===== config.mk =====
export PLATFORM = sky130hd
export DESIGN_NAME = prio_encoder_n
export DESIGN_NICKNAME = d
export VERILOG_FILES = /design/src/rtl/prio_encoder_n.sv
export SDC_FILE = /design/constraint.sdc
export NUM_CORES = 1
export LEC_CHECK = 0
export BUFFER_PORTS_ARGS = -buffer_cell sky130_fd_sc_hd__buf_2
export CAP_MARGIN = 10
export CORE_UTILIZATION = 51
export CTS_CLUSTER_SIZE = 30
export DETAILED_ROUTE_END_ITERATION = 7
export PLACE_DENSITY = 0.9
export SYNTH_ARGS = -nofsm -noshare
export SYNTH_HDL_FRONTEND = slang
export SYNTH_SLANG_ARGS = --single-unit

===== constraint.sdc =====
create_clock -name clk -period 2.9 [get_ports clk]
set_input_delay 0 -clock clk [delete_from_list [all_inputs] [get_ports clk]]
set_output_delay 0 -clock clk [all_outputs]
set_load 0.01 [all_outputs]

===== src/rtl/prio_encoder_n.sv =====
// prio_encoder_n: registered N-bit encoder with strict one-hot and
// highest-index-priority modes, a valid/ready handshake on both sides
// and a saturating count of strict-mode violations.
module prio_encoder_n #(
  parameter int N     = 8,
  parameter int CNT_W = 8,
  localparam int W    = ($clog2(N) > 1) ? $clog2(N) : 1
) (
  input  logic             clk,
  input  logic             rst_n,
  input  logic [N-1:0]     in_data,
  input  logic             in_valid,
  output logic             in_ready,
  input  logic             mode,
  output logic [W-1:0]     out_idx,
  output logic             out_zero,
  output logic             out_err,
  output logic             out_valid,
  input  logic             out_ready,
  output logic [CNT_W-1:0] err_cnt,
  input  logic             err_clr
);

  localparam logic [CNT_W-1:0] CNT_MAX = '1;

  logic         any_set;
  logic         multi_set;
  logic [W-1:0] hi_idx;
  logic         res_zero;
  logic         res_err;
  logic [W-1:0] res_idx;
  logic         in_xfer;

  // Scan upward so the last set bit seen is the highest index; any second
  // set bit marks the vector as non-one-hot.
  always_comb begin
    any_set   = 1'b0;
    multi_set = 1'b0;
    hi_idx    = '0;
    for (int k = 0; k < N; k++) begin
      if (in_data[k]) begin
        multi_set = multi_set | any_set;
        any_set   = 1'b1;
        hi_idx    = W'(k);
      end
    end
  end

  // Zero and strict-mode errors both force the index to 0.
  always_comb begin
    res_zero = ~any_set;
    res_err  = ~mode & multi_set;
    res_idx  = (res_zero | res_err) ? '0 : hi_idx;
  end

  // A single output stage: accept whenever it is empty or being drained.
  assign in_ready = ~out_valid | out_ready;
  assign in_xfer  = in_valid & in_ready;

  // Output register: load on accept, drop valid once drained with no refill.
  always_ff @(posedge clk or negedge rst_n) begin
    if (!rst_n) begin
      out_valid <= 1'b0;
      out_idx   <= '0;
      out_zero  <= 1'b0;
      out_err   <= 1'b0;
    end else if (in_xfer) begin
      out_valid <= 1'b1;
      out_idx   <= res_idx;
      out_zero  <= res_zero;
      out_err   <= res_err;
    end else if (out_ready) begin
      out_valid <= 1'b0;
    end
  end

  // Saturating error counter; clear wins over a coincident increment.
  always_ff @(posedge clk or negedge rst_n) begin
    if (!rst_n) begin
      err_cnt <= '0;
    end else if (err_clr) begin
      err_cnt <= '0;
    end else if (in_xfer && res_err && (err_cnt != CNT_MAX)) begin
      err_cnt <= err_cnt + 1'b1;
    end
  end

endmodule


# ---- Word-level counts from Yosys, hierarchy flattened
# Cells that the tools add are included.
dict set report classes {
  add_sub_neg 1
  n_bitwise 13
  muxes 27
  reduce_logical 4
  n_eq_ne 1
}
# op count
set ops {}
lappend ops {{$mux W3} 7}
lappend ops {{$mux W1} 18}
lappend ops {{$mux W8} 2}
lappend ops {{$add A8 B1 Y8 const B} 1}
lappend ops {{$ne A8 B8 Y1 const B} 1}
lappend ops {{$or A1 B1 Y1} 8}
lappend ops {{$reduce_bool A2 Y1} 2}
lappend ops {{$not A1 Y1} 3}
lappend ops {{$and A1 B1 Y1} 2}
lappend ops {{$logic_and A1 B1 Y1} 2}
dict set report word_totals {
  elab_cells 51
  ff_bits 14
  output_inout_bits 15
  inputBits 14
}

# ---- Depth between registers and ports, before layout
# Gate-level depths: netlist of run 1.
dict set report logic_depth {
  depth_word 19
  depth_mapped 6
  depth_no_buf 6
}

# ---- Worst setup path before layout of run 1
# OpenSTA, ideal clock, no wires.
dict set report synth_path {
  path_type {register -> register}
  from {register err_cnt[0]}
  to {register err_cnt[7]}
  path_stages_with_launch 7
  arrival_time_ns 1.720
  t_required_ns 2.822
  setup_ns 0.078
  path_slack_ns 1.102
  period_less_slack_ns 1.798
  n_path_buf 0
  path_cell_list {dfrtp_1 > ha_1 > nand3_1 > o211ai_1 > a31o_4 > or4_1 > a21oi_1}
}
dict set report synth_between {
  elab_chain_len 3
  word_cells_on_any_way 6
  cone_classes {add/sub (1); eq/ne (1); mux (2); reduce/logical (2)}
}
# element line
set synth_lines {}
lappend synth_lines {{start, declared} 20} ;# output logic [CNT_W-1:0] err_cnt,
lappend synth_lines {{start signal, assigned} 84} ;# err_cnt <= err_cnt + 1'b1;
lappend synth_lines {{$add A8 B1 Y8 or $ne A8 B8 Y1 (tied branches)} {84, 83}}
lappend synth_lines {{$mux W8 or $logic_and A1 B1 Y1 (tied branches)} 83} ;# end else if (in_xfer && res_err && (err_cnt != CNT_MAX)) begin
lappend synth_lines {{$mux W8 or $reduce_bool A2 Y1 (tied branches)} -}
# Several ways; a longest one is shown, not always the timed one. The select of a mux whose other input is x is not followed.
# A chain may end at the register's enable or synchronous reset.

# ---- Worst setup path after layout of run 1
dict set report layout_path {
  from {register err_cnt[0]}
  to {register err_cnt[5]}
}
# Same word-level chain as after synthesis.

==> results of run 1 <==
state kept, by name, indices dropped and copies added (netlist names):
signal and cells:
err_cnt 8, out_idx 3, out_err 1, out_valid 1, out_zero 1
kinds of logic after synthesis:
group	Yosys count	synth area share
buffers and inverters	4	0.01901
DFF	14	0.4437
and+or+nand+nor	41	0.2678
xor gates and xnor gates	2	0.02219
AOI/OAI and AO/OA	20	0.1775
muxes	3	0.04120
adders and majority gates	2	0.02852
routing by layer:
layer,vias up,GRT usage,part of all wire
met1,368,0.3211,0.45
met3,7,0.03191,0.069
met2,46,0.3398,0.46
met4,0,0.1210,0.027
li1,386,-,-
met5,-,0,0
synth_stat cells (2+ instances only):
cell type,instances,area share
sky130_fd_sc_hd__o31ai_1,3,0.029
sky130_fd_sc_hd__mux2_2,2,0.029
sky130_fd_sc_hd__dfrtp_1,14,0.44
sky130_fd_sc_hd__nand3_1,4,0.025
sky130_fd_sc_hd__nor2_1,9,0.043
sky130_fd_sc_hd__or3_1,3,0.024
sky130_fd_sc_hd__o211ai_1,2,0.019
sky130_fd_sc_hd__nand2b_1,2,0.016
sky130_fd_sc_hd__a21oi_1,5,0.032
sky130_fd_sc_hd__nor2b_1,2,0.016
sky130_fd_sc_hd__inv_1,3,0.014
sky130_fd_sc_hd__o21ai_0,4,0.025
sky130_fd_sc_hd__nor3_1,5,0.032
sky130_fd_sc_hd__nor4_1,2,0.016
sky130_fd_sc_hd__nand2_1,8,0.038
cell type report:
class | count | share of cell area
clock buffers | 3 | 0.02258
inverters | 3 | 0.01129
multi-input cells | 68 | 0.4253
flip-flops and latches | 14 | 0.3513
well taps | 15 | 0.01882
repair buffers | 31 | 0.1706
worst max path at each step:
stage	startpoint	to	depth (start not counted)
floorplan	err_cnt[0]	err_cnt[7]	6
global placement	err_cnt[0]	err_cnt[7]	6
detailed placement	err_cnt[0]	err_cnt[5]	6
CTS	err_cnt[0]	err_cnt[5]	6
global route	err_cnt[0]	err_cnt[5]	6
finish	err_cnt[0]	err_cnt[5]	6
worst register-to-register path, stage by stage, from the launching register on:
cell,delay [ps]
sky130_fd_sc_hd__dfrtp_1,420
sky130_fd_sc_hd__ha_1,270
sky130_fd_sc_hd__nand3_1,90
sky130_fd_sc_hd__o211ai_1,140
sky130_fd_sc_hd__a31o_4,280
sky130_fd_sc_hd__nor3_1,250
sky130_fd_sc_hd__mux2_2,370
power by group:
| part | switching [mW] | internal, mW |
|---|---|---|
| Clock | 0.0617 | 0.0482 |
| Combinational | 0.0459 | 0.0366 |
| Sequential | 0.00683 | 0.206 |
| Total | 0.114 | 0.291 |
==> qor_table.md, run 1 <==
| Item | This run | Unit |
|---|---|---|
| Result of the run | finished clean | - |
| Number of enable flip-flop cells after synthesis | 0 | - |
| Resized cells post-CTS | 0 | - |
| Global-route total usage across every layer | 0.2290 | - |
| Routed wire per std cell | 12.72 | microns |
| Clock tree from TritonCTS | done | - |
| Standby leakage power | 0.4830 | nW |
| Number of nets at the end of the flow | 136 | - |
| Core Box Area | 1366 | sq um |
| Chain of cells forming the critical path | ha_1 -> nand3_1 -> o211ai_1 -> a31o_4 -> nor3_1 -> mux2_2 | - |
| Design Power | 405.4 | uW |
| Max-slew violations | 0 | - |
| Final number of hold-violating endpoints | 0 | - |
| Transition time at the pin with the least slew margin | 475.0 | ps |
| Worst reg-to-reg setup slack | 970 | ps |
| Normalized max-slew margin | 0.6804 | - |
| Maximum clock insertion buffer count | 2 | - |
| Number of cells on the worst reg-to-reg path | 6 | - |
| Worst Setup End Kind | flip-flop | - |
| CTS HTree Levels | 1 | - |
| Flop and latch count out of synthesis | 14 | - |
| Die area | 1709 | sq um |
| Placement-stage cell area | 944.7 | sq um |
| Remaining design rule violation count | 0 | - |
| Die width | 41.35 | microns |
| Master cell of the clock root buffer | sky130_fd_sc_hd__clkbuf_4 | - |
| Post-Place Cells | 128 | - |
| Overflow left after global routing | 0 | - |
| Number of setup violations in the final report | 0 | - |
| Register cell area after layout | 350.3 | sq um |
| Number of maximum-capacitance constraint violations | 0 | - |
| Power density over the cells | 406.6 | nW/um^2 |
| Port bufs | 28 | - |
| Number of antenna violations at the first check in global routing | 0 | - |
| Kind of launch point of the worst setup path | flip-flop | - |
| Largest net degree at the start of global routing | 15 | - |
| CP Data Arrival Time | 2100 | ps |
| Total of warnings raised by yosys | 0 | - |
| Iter 0 DRT Violations | 22 | - |
| Count of pins on the block boundary | 29 | - |
| Post-placement worst setup slack | 977.8 | ps |
| Clock latency on the worst-skew pair | 280 | ps |
| Max Fanout on Critical Path | 8 | - |
| Longest individual stage delay on the worst path | 420 | ps |
| Capturing point of the worst reg2reg path | err_cnt[5] | - |
| Initial standard-cell utilization of the core | 0.5778 | - |
| Achievable frequency | 517.5 | MHz |
| Synthesized cell area | 789.5 | sq um |
| Final critical-path share of the clock period | 0.6664 | - |
| Critical-path cell with the highest stage delay | sky130_fd_sc_hd__dfrtp_1 | - |
| Commonest cells after routing, fill and taps aside | sky130_fd_sc_hd__buf_2 (28), sky130_fd_sc_hd__dfrtp_1 (14), sky130_fd_sc_hd__nor2_1 (9) | - |
| Final worst setup slack | 967.5 | ps |
| Wire length of the first global-routing pass | 2511 | microns |
| Sequential share of the synthesized area | 0.4437 | - |
| Total non-filler cell area in the finished layout | 997.2 | sq um |
| Number of clock buffers inserted by TritonCTS | 3 | - |
| Dominant delay contributor by cell family on the critical path | compound AO/OA/AOI/OAI gates | - |
| Fin util | 0.7299 | - |
| Startpoint of the worst register-to-register path | err_cnt[0] | - |
| Clock transition time at the flip-flop clock pins of the worst setup and hold paths | 80 | ps |
| Top_reg_cell synth | sky130_fd_sc_hd__dfrtp_1 | - |
| Count of distinct cell types in the synthesized netlist | 33 | - |
| Detailed-route vias per instance | 6.022 | - |
| Clk_skew | 1.697 | ps |
| Number of standard cells in the layout, taps in and fillers out | 134 | - |
| Instance count along the most critical hold path | 4 | - |
| Remaining number of nets flagged by the antenna check after routing | 0 | - |
| Worst endpoint required time | 3070 | ps |
| Post-cts hold buffer count | 3 | - |
| Net count after synthesis | 101 | - |
| Average size of a mapped cell | 9.180 | sq um |
| Time the worst path needs with I/O delays and setup | 1933 | ps |
| Fill cells | 114 | - |
| Number of buffers and inverters on the critical path | 0 | - |
| Postcts setup bufs | 0 | - |
| Total number of vias | 807 | - |
| Total Wirelength | 1704 | microns |
| Final hold slack | 62.22 | ps |
| Routability Congestion | 0.7971 | - |
| Number of global-route vias before repair | 597 | - |
| Die boundary height | 41.35 | microns |
| Clock tree sinks | 14 | - |
| Final setup TNS | 0 | ps |
| Asr flop ratio synth | 1.000 | - |
| Site Rows | 13 | - |
| 1st-pass router iterations | 4 | - |
| Largest vdd supply drop | 0.0002491 | V |
| Type of the setup path with the least slack | reg2reg | - |
| Setup repair after global routing missed its margin | no | - |
| Startpoint of the most critical hold path | in_data[0] | - |
| Antenna diode count | 0 | - |
| Endpoint with the worst hold slack | out_zero | - |
| Area of the multi-input gates | 424.2 | sq um |
| Commonest non-fill, non-tap cell in the layout | sky130_fd_sc_hd__buf_2 | - |
| Layout cell share with drive strength beyond 1 | 0.3025 | - |
| Area added between synthesis and finish | 26.31 | % |
| Kind of path behind the tightest hold check | in2reg | - |
| Cell count after synthesis | 86 | - |
(Power assumes the default switching activity.)
==> run 2: changes to the inputs <==
--- a/config.mk
+++ b/config.mk
@@ -7,10 +7,10 @@
 export LEC_CHECK = 0
 export BUFFER_PORTS_ARGS = -buffer_cell sky130_fd_sc_hd__buf_2
 export CAP_MARGIN = 10
-export CORE_UTILIZATION = 51
+export CORE_UTILIZATION = 42
 export CTS_CLUSTER_SIZE = 30
 export DETAILED_ROUTE_END_ITERATION = 7
-export PLACE_DENSITY = 0.9
+export PLACE_DENSITY = 0.8
 export SYNTH_ARGS = -nofsm -noshare
 export SYNTH_HDL_FRONTEND = slang
 export SYNTH_SLANG_ARGS = --single-unit
==> constraint.sdc (replaced) <==
create_clock -name clk -period 1.7 [get_ports clk]
set_input_delay 0 -clock clk [delete_from_list [all_inputs] [get_ports clk]]
set_output_delay 0 -clock clk [all_outputs]
set_load 0.01 [all_outputs]
==> run 2 against run 1 <==
Net effect: non-clock buffer count increased by 10; final area increased by 12%; combinational power increased by 96%; clock skew increased by 2.2 ps; largest power group unchanged; clock-buffer cell count unchanged; via count increased by 2.7%; wire length increased by 11%; cell count increased by 15%; utilization decreased by 9.1 points; sequential power increased by 69%; clock power increased by 68%; global-route usage decreased by 2.0 points.
==> qor_table.md, run 2 (synthesized netlist as in run 1, its figures left out) <==
| Item | This run | Unit | vs previous |
|---|---|---|---|
| Transition time at the pin with the least slew margin | 412.3 | ps | was 475.0 ps |
| Achievable frequency | 598.4 | MHz | was 517.5 MHz |
| Clock tree from TritonCTS | done | - | unchanged |
| Largest register FFs | 8 | - | unchanged |
| Remaining number of nets flagged by the antenna check after routing | 0 | - | unchanged |
| Fin util | 0.6387 | - | was 0.7299 |
| Commonest non-fill, non-tap cell in the layout | sky130_fd_sc_hd__buf_2 | - | unchanged |
| Area added between synthesis and finish | 41.20 | % | was 26.31% |
| Capturing point of the worst reg2reg path | err_cnt[5] | - | unchanged |
| Maximum clock insertion buffer count | 2 | - | unchanged |
| Post-Place Cells | 145 | - | was 128 |
| Clock transition time at the flip-flop clock pins of the worst setup and hold paths | 80 | ps | about the same |
| Wire length of the first global-routing pass | 3001 | microns | was 2511 microns |
| Remaining design rule violation count | 0 | - | unchanged |
| Number of cells on the worst reg-to-reg path | 6 | - | unchanged |
| Port bufs | 28 | - | unchanged |
| Antenna diode count | 0 | - | unchanged |
| Largest vdd supply drop | 0.0004337 | V | was 0.0002491 V |
| Detailed-route vias per instance | 5.383 | - | was 6.022 |
| Initial standard-cell utilization of the core | 0.4523 | - | was 0.5778 |
| Design Power | 708.5 | uW | was 405.4 uW |
| Max Fanout on Critical Path | 7 | - | was 8 |
| Die width | 45.36 | microns | was 41.35 microns |
| Clock tree sinks | 14 | - | unchanged |
| Count of pins on the block boundary | 29 | - | unchanged |
| Kind of path behind the tightest hold check | in2reg | - | unchanged |
| Worst reg-to-reg setup slack | 30 | ps | was 970 ps |
| Number of global-route vias before repair | 701 | - | was 597 |
| Largest net degree at the start of global routing | 15 | - | unchanged |
| Max-slew violations | 0 | - | unchanged |
| Final number of hold-violating endpoints | 0 | - | unchanged |
| Master cell of the clock root buffer | sky130_fd_sc_hd__clkbuf_4 | - | unchanged |
| Total non-filler cell area in the finished layout | 1115 | sq um | was 997.2 sq um |
| Clock latency on the worst-skew pair | 280 | ps | about the same |
| Standby leakage power | 0.5472 | nW | was 0.4830 nW |
| Routed wire per std cell | 12.29 | microns | was 12.72 microns |
| Number of standard cells in the layout, taps in and fillers out | 154 | - | was 134 |
| Die area | 2057 | sq um | was 1709 sq um |
| Startpoint of the worst register-to-register path | err_cnt[1] | - | was err_cnt[0] |
| Overflow left after global routing | 0 | - | unchanged |
| Final critical-path share of the clock period | 0.9830 | - | was 0.6664 |
| Worst Setup End Kind | flip-flop | - | unchanged |
| Type of the setup path with the least slack | reg2reg | - | unchanged |
| Site Rows | 15 | - | was 13 |
| Result of the run | finished clean | - | unchanged |
| Largest register by flop count | err_cnt | - | unchanged |
| Die boundary height | 45.36 | microns | was 41.35 microns |
| CP Data Arrival Time | 1840 | ps | was 2100 ps |
| Last element of the critical path | err_cnt[5] | - | unchanged |
| Global-route total usage across every layer | 0.2087 | - | was 0.2290 |
| Power density over the cells | 635.5 | nW/um^2 | was 406.6 nW/um^2 |
| Placement-stage cell area | 1017 | sq um | was 944.7 sq um |
| Number of antenna violations at the first check in global routing | 0 | - | unchanged |
| Total Wirelength | 1892 | microns | was 1704 microns |
| Core Box Area | 1745 | sq um | was 1366 sq um |
| Placed wire-length estimate | 1442 | microns |  |
| Total number of vias | 829 | - | was 807 |
| Leading registers by flop count | err_cnt x8, out_idx x3 | - | unchanged |
| Number of maximum-capacitance constraint violations | 0 | - | unchanged |
| Worst endpoint required time | 1870 | ps | was 3070 ps |
| Commonest cells after routing, fill and taps aside | sky130_fd_sc_hd__buf_2 (28), sky130_fd_sc_hd__dfrtp_1 (14), sky130_fd_sc_hd__buf_4 (10) | - | was sky130_fd_sc_hd__buf_2 (28), sky130_fd_sc_hd__dfrtp_1 (14), sky130_fd_sc_hd__nor2_1 (9) |
| Time the worst path needs with I/O delays and setup | 1671 | ps | was 1933 ps |
| Normalized max-slew margin | 0.7226 | - | was 0.6804 |
| Final setup TNS | 0 | ps | unchanged |
| Iter 0 DRT Violations | 12 | - | was 22 |
| Number of setup violations in the final report | 0 | - | unchanged |
| CTS HTree Levels | 1 | - | unchanged |
| Layout cell share with drive strength beyond 1 | 0.3953 | - | was 0.3025 |
| Startpoint of the worst setup timing path | err_cnt[1] | - | was err_cnt[0] |
| Number of clock buffers inserted by TritonCTS | 3 | - | unchanged |
| Number of nets at the end of the flow | 146 | - | was 136 |
| Clk_skew | 3.891 | ps | was 1.697 ps |
| Kind of launch point of the worst setup path | flip-flop | - | unchanged |
| 1st-pass router iterations | 4 | - | unchanged |
| Routability Congestion | 0.7622 | - | was 0.7971 |
run 2: critical path, cell delays in order (launching register included):
cell                       delay (ps)
sky130_fd_sc_hd__dfrtp_1          390
sky130_fd_sc_hd__ha_2             190
sky130_fd_sc_hd__nand3_2           50
sky130_fd_sc_hd__o211ai_1         150
sky130_fd_sc_hd__a31o_4           270
sky130_fd_sc_hd__nor3_4           190
sky130_fd_sc_hd__mux2_4           320
run 2: timing repair:
action | CTS | global route
gates resized for setup | 0 | 5
setup endpoints to repair | 2 | 5
pin swaps | 1 | 2
setup buffers | 1 | 2
hold buffers | 3 | 0
endpoints found under the hold margin | 18 | 0
run 2: worst min path at each step:
stage,start,endpoint,cells after the start
floorplan,rst_n,err_cnt[0],0
global placement,rst_n,err_cnt[3],1
detailed placement,rst_n,err_cnt[3],1
CTS,in_data[0],out_zero,4
global route,in_data[7],out_idx[0],3
finish,in_data[0],out_zero,4
run 2: layer usage:
metal / global-route usage / share of wire / up-vias
met4: 0.1273 / 0.029 / 0
met2: 0.3362 / 0.49 / 26
met1: 0.2588 / 0.45 / 392
met5: 0 / 0 / -
met3: 0.03600 / 0.038 / 5
li1: - / - / 406
run 2: cell type report:
type	count	area [sq um]
clock buffers	3	22.52
repair buffers	41	245.2
flip-flops and latches	14	350.3
multi-input cells	68	454.2
fillers	171	630.6
well taps	25	31.28
inverters	3	11.26
run 2: power by group:
| part | leakage, nW | internal (mW) | total (mW) | switching [mW] |
|---|---|---|---|---|
| clock | 0.0138 | 0.0823 | 0.185 | 0.103 |
| sequential | 0.187 | 0.352 | 0.361 | 0.00951 |
| combinational | 0.347 | 0.0749 | 0.162 | 0.0870 |
run 2: stage by stage:
step / setup slack, ps / hold slack, ps
6_report: 28.97 / 80.95
2_1_floorplan: -2.647 / -295.6
5_1_grt: -14.28 / 111.9
3_3_place_gp: 63.29 / -95.40
4_1_cts: 6.621 / 78.46
3_5_place_dp: -13.36 / -85.21
